`config.mk`:
```
export PLATFORM = sky130hd
export DESIGN_NAME = pl_muldiv
export DESIGN_NICKNAME = d
export VERILOG_FILES = /design/src/rtl/pl_muldiv_pkg.sv /design/src/rtl/pl_signfix.sv /design/src/rtl/pl_muldiv.sv
export SDC_FILE = /design/constraint.sdc
export NUM_CORES = 1
export LEC_CHECK = 0
export BUFFER_PORTS_ARGS = -buffer_cell sky130_fd_sc_hd__buf_2
export CAP_MARGIN = 15
export CORE_MARGIN = 4
export CORE_UTILIZATION = 40
export DETAILED_ROUTE_END_ITERATION = 16
export GPL_TIMING_DRIVEN = 0
export PLACE_DENSITY = 0.58
export SYNTH_ARGS = -nofsm -noshare
export SYNTH_HDL_FRONTEND = slang
export SYNTH_SLANG_ARGS = --single-unit
```
`constraint.sdc`:
```
create_clock -name i_clk -period 8.7 [get_ports i_clk]
set_clock_uncertainty 0.05 [all_clocks]
set_input_delay 1.305 -clock i_clk [delete_from_list [all_inputs] [get_ports i_clk]]
set_output_delay 1.305 -clock i_clk [all_outputs]
set_load 0.01 [all_outputs]
```
`src/rtl/pl_muldiv_pkg.sv`:
```
// Shared encodings for the iterative multiply/divide unit (pl_muldiv).
// Build option MULDIV_SIGNED_EN enables the signed MULT/DIV variants.
package pl_muldiv_pkg;

   typedef enum logic [1:0] {
      OP_MULT  = 2'b00,
      OP_MULTU = 2'b01,
      OP_DIV   = 2'b10,
      OP_DIVU  = 2'b11
   } op_e;

   typedef enum logic [1:0] {
      S_IDLE = 2'd0,
      S_CALC = 2'd1,
      S_FIX  = 2'd2
   } state_e;

   localparam int MULDIV_WIDTH = 32;
   // Start edge to the edge that raises done, plus the done cycle itself
   localparam int MULDIV_LAT   = MULDIV_WIDTH + 2;

   function automatic logic op_is_div(input logic [1:0] op);
      return (op == OP_DIV) || (op == OP_DIVU);
   endfunction

endpackage

```
`src/rtl/pl_signfix.sv`:
```
// Conditional two's-complement negate; used for operand magnitudes and result sign.
module pl_signfix #(
   parameter int W = 32
) (
   input  logic         i_neg,
   input  logic [W-1:0] i_val,
   output logic [W-1:0] o_val
);

   assign o_val = i_neg ? (~i_val + W'(1)) : i_val;

endmodule

```
`src/rtl/pl_muldiv.sv`:
```
// Iterative 1-bit/cycle multiply/divide with HI/LO registers for the 5-stage CPU.
// Build option MULDIV_SIGNED_EN: when defined op[0]=0 selects signed MULT/DIV,
// otherwise every op is unsigned and FIX is a pass-through cycle.
module pl_muldiv
   import pl_muldiv_pkg::*;
#(
   parameter int WIDTH = MULDIV_WIDTH
) (
   input  logic             i_clk,
   input  logic             i_rst,
   input  logic             i_start,
   input  logic [1:0]       i_op,
   input  logic [WIDTH-1:0] i_a,
   input  logic [WIDTH-1:0] i_b,
   input  logic             i_flush,
   input  logic             i_hi_we,
   input  logic             i_lo_we,
   input  logic [WIDTH-1:0] i_wdata,
   output logic             o_busy,
   output logic             o_done,
   output logic [WIDTH-1:0] o_hi,
   output logic [WIDTH-1:0] o_lo
);

   localparam int              CNT_W = $clog2(WIDTH) + 1;
   localparam logic [CNT_W-1:0] LAST = CNT_W'(WIDTH - 1);

   state_e               r_state;
   logic [CNT_W-1:0]     r_cnt;
   logic [2*WIDTH-1:0]   r_acc;
   logic [WIDTH-1:0]     r_opd;
   logic                 r_div;
   logic                 r_neg_lo;
   logic                 r_neg_hi;
   logic                 r_dz;
   logic                 r_done;
   logic [WIDTH-1:0]     r_hi;
   logic [WIDTH-1:0]     r_lo;

   logic                 w_signed;
   logic                 w_is_div;
   logic                 w_sa;
   logic                 w_sb;
   logic                 w_fix;
   logic [WIDTH-1:0]     w_fa_in;
   logic [WIDTH-1:0]     w_fb_in;
   logic                 w_fa_neg;
   logic                 w_fb_neg;
   logic [WIDTH-1:0]     w_fa;
   logic [WIDTH-1:0]     w_fb;
   logic [2*WIDTH-1:0]   w_prod;
   logic [WIDTH:0]       w_madd;
   logic [WIDTH:0]       w_dsub;
   logic [2*WIDTH-1:0]   w_mul_nxt;
   logic [2*WIDTH-1:0]   w_div_nxt;

`ifdef MULDIV_SIGNED_EN
   assign w_signed = ~i_op[0];
`else
   logic w_unused_op0;
   assign w_unused_op0 = i_op[0];
   assign w_signed     = 1'b0;
`endif

   assign w_is_div = op_is_div(i_op);
   assign w_sa     = w_signed & i_a[WIDTH-1];
   assign w_sb     = w_signed & i_b[WIDTH-1];
   assign w_fix    = (r_state == S_FIX);

   // The operand negators are idle in FIX, so they re-sign quotient and remainder there
   assign w_fa_in  = w_fix ? r_acc[WIDTH-1:0]       : i_a;
   assign w_fb_in  = w_fix ? r_acc[2*WIDTH-1:WIDTH] : i_b;
   assign w_fa_neg = w_fix ? (r_div & r_neg_lo)     : w_sa;
   assign w_fb_neg = w_fix ? (r_div & r_neg_hi)     : w_sb;

   pl_signfix #(.W(WIDTH)) u_fix_a (
      .i_neg (w_fa_neg),
      .i_val (w_fa_in),
      .o_val (w_fa)
   );

   pl_signfix #(.W(WIDTH)) u_fix_b (
      .i_neg (w_fb_neg),
      .i_val (w_fb_in),
      .o_val (w_fb)
   );

   pl_signfix #(.W(2*WIDTH)) u_fix_p (
      .i_neg (r_neg_lo),
      .i_val (r_acc),
      .o_val (w_prod)
   );

   // Shift-add: multiplier sits in the low half and drains out to the right
   assign w_madd    = {1'b0, r_acc[2*WIDTH-1:WIDTH]} + {1'b0, r_opd};
   assign w_mul_nxt = r_acc[0] ? {w_madd, r_acc[WIDTH-1:1]}
                               : {1'b0, r_acc[2*WIDTH-1:1]};

   // Restoring divide: a set top bit of the trial difference means borrow
   assign w_dsub    = r_acc[2*WIDTH-1:WIDTH-1] - {1'b0, r_opd};
   assign w_div_nxt = w_dsub[WIDTH] ? {r_acc[2*WIDTH-2:0], 1'b0}
                                    : {w_dsub[WIDTH-1:0], r_acc[WIDTH-2:0], 1'b1};

   always_ff @(posedge i_clk or posedge i_rst) begin
      if (i_rst) begin
         r_state  <= S_IDLE;
         r_cnt    <= '0;
         r_acc    <= '0;
         r_opd    <= '0;
         r_div    <= 1'b0;
         r_neg_lo <= 1'b0;
         r_neg_hi <= 1'b0;
         r_dz     <= 1'b0;
         r_done   <= 1'b0;
         r_hi     <= '0;
         r_lo     <= '0;
      end else begin
         r_done <= 1'b0;
         if (r_state == S_IDLE) begin
            if (i_hi_we) r_hi <= i_wdata;
            if (i_lo_we) r_lo <= i_wdata;
         end
         if (i_flush) begin
            r_state <= S_IDLE;
            r_cnt   <= '0;
         end else begin
            case (r_state)
               S_IDLE: begin
                  if (i_start) begin
                     r_state  <= S_CALC;
                     r_cnt    <= '0;
                     r_div    <= w_is_div;
                     r_neg_lo <= w_sa ^ w_sb;
                     r_neg_hi <= w_sa;
                     r_dz     <= w_is_div & (i_b == '0);
                     r_opd    <= w_is_div ? w_fb : w_fa;
                     r_acc    <= w_is_div ? {{WIDTH{1'b0}}, w_fa} : {{WIDTH{1'b0}}, w_fb};
                  end
               end
               S_CALC: begin
                  r_acc <= r_div ? w_div_nxt : w_mul_nxt;
                  r_cnt <= r_cnt + CNT_W'(1);
                  if (r_cnt == LAST) r_state <= S_FIX;
               end
               S_FIX: begin
                  r_state <= S_IDLE;
                  r_cnt   <= '0;
                  r_done  <= 1'b1;
                  if (r_div) begin
                     r_hi <= w_fb;
                     r_lo <= r_dz ? {WIDTH{1'b1}} : w_fa;
                  end else begin
                     {r_hi, r_lo} <= w_prod;
                  end
               end
               default: r_state <= S_IDLE;
            endcase
         end
      end
   end

   assign o_busy = (r_state != S_IDLE);
   assign o_done = r_done;
   assign o_hi   = r_hi;
   assign o_lo   = r_lo;

endmodule
```
==> results of run 1 <==
==> cell type report <==
class	count	area [µm²]
Buffer	104	452
Clock inverter	13	151
Timing Repair Buffer	167	858
Clock buffer	18	439
Antenna cell	3	7.51
Sequential cell	171	4280
Tap cell	448	561
Multi-Input combinational cell	1212	8580
Inverter	50	195
Fill cell	3342	17900
==> metal layers <==
layer / wire, µm / global-route usage, %
met5: 115 / 0
met4: 1590 / 8.59
met3: 3720 / 5.71
met2: 24200 / 45.4
met1: 21900 / 36.7
==> power breakdown <==
part           switching, mW  internal (mW)  leakage, nW
sequential             0.353          0.974         2.12
combinational           1.52           1.09         4.69
clock                  0.346          0.455        0.287
total                   2.22           2.52         7.09
==> worst paths after layout <==
path                            slack, ps   endpoint      start  cells after the start
min in group asynchronous             850   o_lo[23]      i_rst                      2
worst min-delay path                  440   r_cnt[5]   r_cnt[5]                      1
worst min register to register        440   r_cnt[5]   r_cnt[5]                      1
max in group asynchronous            6820   r_cnt[4]      i_rst                      3
worst max register to register       4960  r_acc[51]  r_acc[31]                     14
worst max-delay path                 4960  r_acc[51]  r_acc[31]                     14
==> cells by family (layout without fill, tap and decap cells) <==
family | after synthesis | after routing | share of synthesized area (%)
other | 0 | 3 | 0
AOI/OAI and AO/OA | 478 | 478 | 22.5
adders and majority gates | 67 | 67 | 6.32
buffers and inverters | 154 | 352 | 4.74
and+or+nand+nor | 439 | 439 | 14.9
DFF | 171 | 171 | 31.7
muxes | 179 | 179 | 16.7
xor gates and xnor gates | 49 | 49 | 3.18
==> registers in the layout, indices dropped and copies added (netlist names) <==
name / cells
r_acc: 64
r_dz: 1
r_cnt: 6
r_state: 2
r_div: 1
o_hi: 32
r_opd: 32
o_done: 1
o_lo: 32
==> metrics by stage <==
| step | cells | hold slack [ps] | utilization [%] |
|---|---|---|---|
| floorplan | 1537 | 402 | - |
| global placement | 2151 | 427 | 44.5 |
| detailed placement | 2152 | 430 | 44.6 |
| CTS | 2183 | 446 | 46.4 |
| global route | 2186 | 468 | 46.4 |
| finish | 2186 | 442 | 46.4 |
==> layout by cell type, fill, tap and decap left out, types with 7 or more instances in the layout <==
| cell type | n |
|---|---|
| nor3_1 | 30 |
| inv_1 | 48 |
| mux2_2 | 30 |
| o21ai_0 | 150 |
| and2_1 | 8 |
| dfrtp_1 | 171 |
| mux4_2 | 34 |
| a22oi_1 | 7 |
| nand2_1 | 210 |
| buf_2 | 181 |
| clkbuf_16 | 17 |
| o21a_1 | 9 |
| a21o_1 | 27 |
| and3_1 | 10 |
| or3_1 | 10 |
| a21oi_1 | 114 |
| o31ai_1 | 8 |
| a31oi_1 | 33 |
| xnor2_1 | 27 |
| clkbuf_1 | 74 |
| o211ai_1 | 12 |
| a2111oi_0 | 8 |
| a211oi_1 | 19 |
| o221ai_1 | 31 |
| ha_1 | 65 |
| buf_1 | 8 |
| nor2_1 | 83 |
| nor4_1 | 8 |
| xor2_1 | 22 |
| nand2b_1 | 13 |
| and4_1 | 7 |
| nand3_1 | 16 |
| mux2i_1 | 115 |
| nor2b_1 | 17 |
| a22o_1 | 15 |
==> worst register-to-register path, cell delays in order, from the launching register on <==
cell      delay, ps
dfrtp_1         570
inv_1            90
ha_1            250
fa_1            400
nand2b_1        200
a21oi_1         260
o211ai_1        170
nand3_2         210
a21o_1          170
a211o_1         250
buf_6           220
buf_6           200
o21ai_0         160
a31oi_1         310
o21ai_1          90
==> impl_metrics.yaml, run 1 <==
status:
  status: "completed"
synth:
  synth-seq-area-share_pct: 31.7
  yosysMostFrequentCell: "nand2_1"
  ys_top_cells_by_count: "210 x nand2_1, 171 x dfrtp_1, 150 x o21ai_0, 115 x mux2i_1, 114 x a21oi_1"
  synth_edf_count: 0
  synth_flop_cell: "dfrtp_1"
  postSynthAreaPerCell_um2: 8.78
  synthTopCellsByArea: "dfrtp_1 32%, mux2i_1 8.5%, ha_1 6.0%"
  ys_warn_count: 0
  synth_top_area_share_pct: 31.7
  synthDistinctLibCells: 72
  synth_top_cell_by_area: "dfrtp_1"
  ys_ff_latch: 171
  synthesis.instances: 1537
  synth-async-reset-ratio_pct: 100
  synth_fp_nets: 1708
  syn-cell-area_um2: 13500
global_routing:
  antenna_found_initial: 13
  grt_max_degree: 112
  grt_remaining_overflow: 0
  grt_use_total_pct: 27.6
  first_global_vias: 12900
  grt_first_pass_wirelength_um: 77600
final_layout:
  final_area_um2: 15500
  area_delta_synth_final_pct: 15.0
  drive_above_1_share_pct: 17.2
  finalNetCount: 1894
setup_path:
  cp_cell_sequence: "inv_1, ha_1, fa_1, nand2b_1, a21oi_1, o211ai_1, nand3_2, a21o_1, a211o_1, buf_6, buf_6, o21ai_0, a31oi_1, o21ai_1"
  worst_setup_path_start_kind: "register"
  worstSetupPathType: "register to register"
  slowest_stage: "dfrtp_1"
  worstPathArrival_ps: 4000
  crit_fanout: 10
  crit_path_end_kind: "register"
  critPathRequiredTime_ps: 8950
  critPathMaxStageDelay_ps: 570
  crit_family: "compound AO/OA/AOI/OAI gates"
  path_common_cell: "buf_6"
  worst-path-buf-inv: 3
floorplan:
  design.die.area_um2: 36800
  die_h_um: 192
  core_um2: 33400
  ios: 170
  die_x_um: 192
  rows: 67
  start_util_pct: 40.4
clock_network:
  cts_root_buf: "clkbuf_16"
  post_cts_buffers: 0
  cts_hold_buffers: 0
  cts_sinks: 171
  clk_pin_slew_ps: 70
  cts_resized: 0
  cts_tree: "yes"
  numCtsBuffers: 17
  clk_latency_ps: 440
  clock_path_buffers: 2
  htree_levels: 4
pwr:
  leakage_nw: 7.09
  power_density_nw_per_um2: 305
  ir_drop_mv: 0.155
  power_mw: 4.74
drt:
  routed_wl_um: 51500
  routed-via-count: 12900
  drtIter0Drc: 1159
  dr.pass1.iters: 6
  ant_nets: 0
  via_per_inst: 5.91
  drt-wirelength-per-cell_um: 23.6
  drc_errors: 0
timing:
  fin_ws_ps: 4960
  finalSetupTns_ps: 0
  setup_viol: 0
  slew_headroom_pct: 27.1
  fmax_mhz: 267
  tightest_slew_ps: 1090
  finalMaxSlewViolations: 0
  post-route-min-period_ps: 3740
  finalCritPeriodShare_pct: 43.0
  finalHoldViolCount: 0
  rsz0062_at_grt: "no"
job:
  cap_viol_max_count: 0
placed_design:
  place_hpwl_um: 40500
  port_buffers: 166
  placed_area_um2: 14900
  dpl_worst_slack_ps: 4940
  routabilityCongestion: 0.969
worst_hold_path:
  hold_path_class: "register to register"
Note: power is estimated with default switching activity, not from simulation.
==> run 2, diff against run 1 <==
- ABC_AREA: unset -> 1
- PLACE_DENSITY: 0.58 -> 0.57
- clock period: 8.7 -> 3.8 ns (I/O delays scaled with it)
==> run 2 against run 1 <==
Compared with the run above: sequential cell count is the same; die area is 6.6% higher; design area is 6.2% higher; clock-buffer cell count shrank 1; first-iteration DRC count is 55% higher; sequential power increased by 110%; sequential share of layout area is 1.6 points lower; core utilization barely moved; combinational power increased by 130%; critical endpoint is now r_acc[58]; largest power group unchanged.
==> impl_metrics.yaml, run 2 <==
final_layout:
  area_delta_synth_final_pct: 14.3
  layout_commonest_cell: "nand2_1"
  drive_above_1_share_pct: 10.9
  finalNetCount: 2616
  finalNonFillerCells: 2922
  largest-register: "r_acc"
  largest_reg_flops: 64
  nFillCells: 3802
  layout_common_cells: "693 x nand2_1, 269 x inv_1, 220 x a21oi_1"
drt:
  dr.pass1.iters: 7
  via_per_inst: 5.71
  drc_errors: 0
  drt-wirelength-per-cell_um: 22.1
  routed-via-count: 16700
  ant_nets: 0
  routed_wl_um: 64500
  drtIter0Drc: 1798
synth:
  postSynthAreaPerCell_um2: 6.40
  ys_ff_latch: 171
  synthTopCellsByArea: "dfrtp_1 30%, nand2_1 18%, a21oi_1 7.6%"
  synth-seq-area-share_pct: 29.6
  syn-cell-area_um2: 14400
  synth_fp_nets: 2427
  yosysMostFrequentCell: "nand2_1"
  synth_top_area_share_pct: 29.6
  synth_flop_cell: "dfrtp_1"
  ys_top_cells_by_count: "693 x nand2_1, 270 x inv_1, 220 x a21oi_1, 193 x nor2_1, 171 x dfrtp_1"
  synth_top_cell_by_area: "dfrtp_1"
  synthDistinctLibCells: 50
  ys_warn_count: 0
  synthesis.instances: 2256
  synth-async-reset-ratio_pct: 100
  synth_edf_count: 0
global_routing:
  grt_remaining_overflow: 0
  grt_max_degree: 40
  first_global_vias: 15800
  grt_first_pass_wirelength_um: 94400
  grt_use_total_pct: 31.9
  antenna_found_initial: 3
timing:
  finalCritPeriodShare_pct: 83.3
  finalSetupTns_ps: 0
  slew_headroom_pct: 39.9
  tightest_slew_ps: 893
  fmax_mhz: 316
  finalMaxSlewViolations: 0
  rsz0062_at_grt: "no"
  setup_viol: 0
  post-route-min-period_ps: 3160
  finalHoldViolCount: 0
clock_network:
  post_cts_buffers: 0
  cts_tree: "yes"
  numCtsBuffers: 17
  cts_root_buf: "clkbuf_16"
  clock_path_buffers: 2
  clk_latency_ps: 450
  cts_sinks: 171
  clk_pin_slew_ps: 80
  htree_levels: 4
  cts_hold_buffers: 0
  cts_resized: 0
setup_path:
  critPathMaxStageDelay_ps: 570
  path_common_cell: "nand2_1"
  crit_fanout: 4
  worstSetupPathType: "register to register"
  cp_cell_sequence: "inv_1, ha_1, fa_1, inv_1, nand2_1, nand2_1, nand2_1, o21ai_0, nand2_1, nand2_1, nand2_1, nand3_1, nand2_1, nand3_1, nand2_1, nand2_1, nand2_1"
  worstPathArrival_ps: 3460
  worst-path-buf-inv: 2
  slowest_stage: "o21ai_0"
  crit_path_end_kind: "register"
  crit_family: "simple AND/OR/NAND/NOR gates"
  critPathRequiredTime_ps: 4090
  worst_setup_path_start_kind: "register"
pwr:
  power_mw: 10.5
  ir_drop_mv: 0.340
  leakage_nw: 8.73
  power_density_nw_per_um2: 640
floorplan:
  core_um2: 35600
  rows: 69
  die_h_um: 198
  start_util_pct: 40.6
  ios: 170
  die_x_um: 198
  design.die.area_um2: 39200
placed_design:
  place_hpwl_um: 53100
  dpl.cell_count: 2887
  routabilityCongestion: 1.05
  port_buffers: 166
status:
  status: "completed"
worst_hold_path:
  hold_path_class: "input pin to async pin"
job:
  cap_viol_max_count: 0
[run 2: metrics by stage]
stage / setup slack (ps) / instance area [µm²] / utilization (%) / hold slack [ps]
after floorplan: 997 / 14400 / - / 417
after global placement: -332 / 15800 / 44.5 / 431
after detailed placement: 644 / 15900 / 44.8 / 452
after CTS: 627 / 16500 / 46.4 / 219
after global routing: 295 / 16500 / 46.4 / 258
final: 635 / 16500 / 46.4 / 204
[run 2: logic make-up (layout without fill, tap and decap cells)]
logic type               Yosys count  in the layout  share of synthesized area [%]
AND/OR/NAND/NOR                 1115           1115                           32.0
XOR/XNOR                          24             24                           1.46
AO/OA/AOI/OAI                    482            482                           19.5
other                              0              3                              0
buffers and inverters            382            584                           10.4
adder cells (fa/ha/maj)           67             67                           5.91
multiplexers                      15             15                           1.04
flip-flops                       171            171                           29.6
[run 2: per-layer routing]
metal	vias to the layer above	global-route usage [%]	part of all wire, %
li1	7845	-	-
met1	7896	44.8	43
met2	813	49.3	44
met3	133	6.43	9.7
met4	2	10.7	3.7
met5	-	1.36	0.011
[run 2: power by group]
part / switching [mW] / internal [mW] / leakage, nW
clock network: 0.845 / 0.916 / 0.277
logic: 3.97 / 1.96 / 6.33
registers: 0.645 / 2.21 / 2.12
total: 5.46 / 5.08 / 8.73
[run 2: path summary, 6_finish.rpt]
kind,slack [ps],cells after the start,start,endpoint
setup / recovery,640,17,r_acc[31],r_acc[58]
setup reg to reg,640,17,r_acc[31],r_acc[58]
max in group asynchronous,2300,5,i_rst,r_acc[43]
hold / removal,200,2,i_rst,o_hi[26]
hold reg to reg,470,2,r_acc[28],r_acc[28]
min in group i_clk,340,3,i_wdata[23],o_hi[23]
[run 2: cell type report]
class	count	area, µm²	share of cell area (%)
Antenna cell	3	7.51	0.0455
Buffer	104	462	2.80
Clock buffer	17	425	2.58
Clock inverter	15	138	0.834
Inverter	278	1050	6.35
Multi-Input combinational cell	1703	8650	52.4
Sequential cell	171	4280	25.9
Tap cell	461	577	3.50
Timing Repair Buffer	170	911	5.52
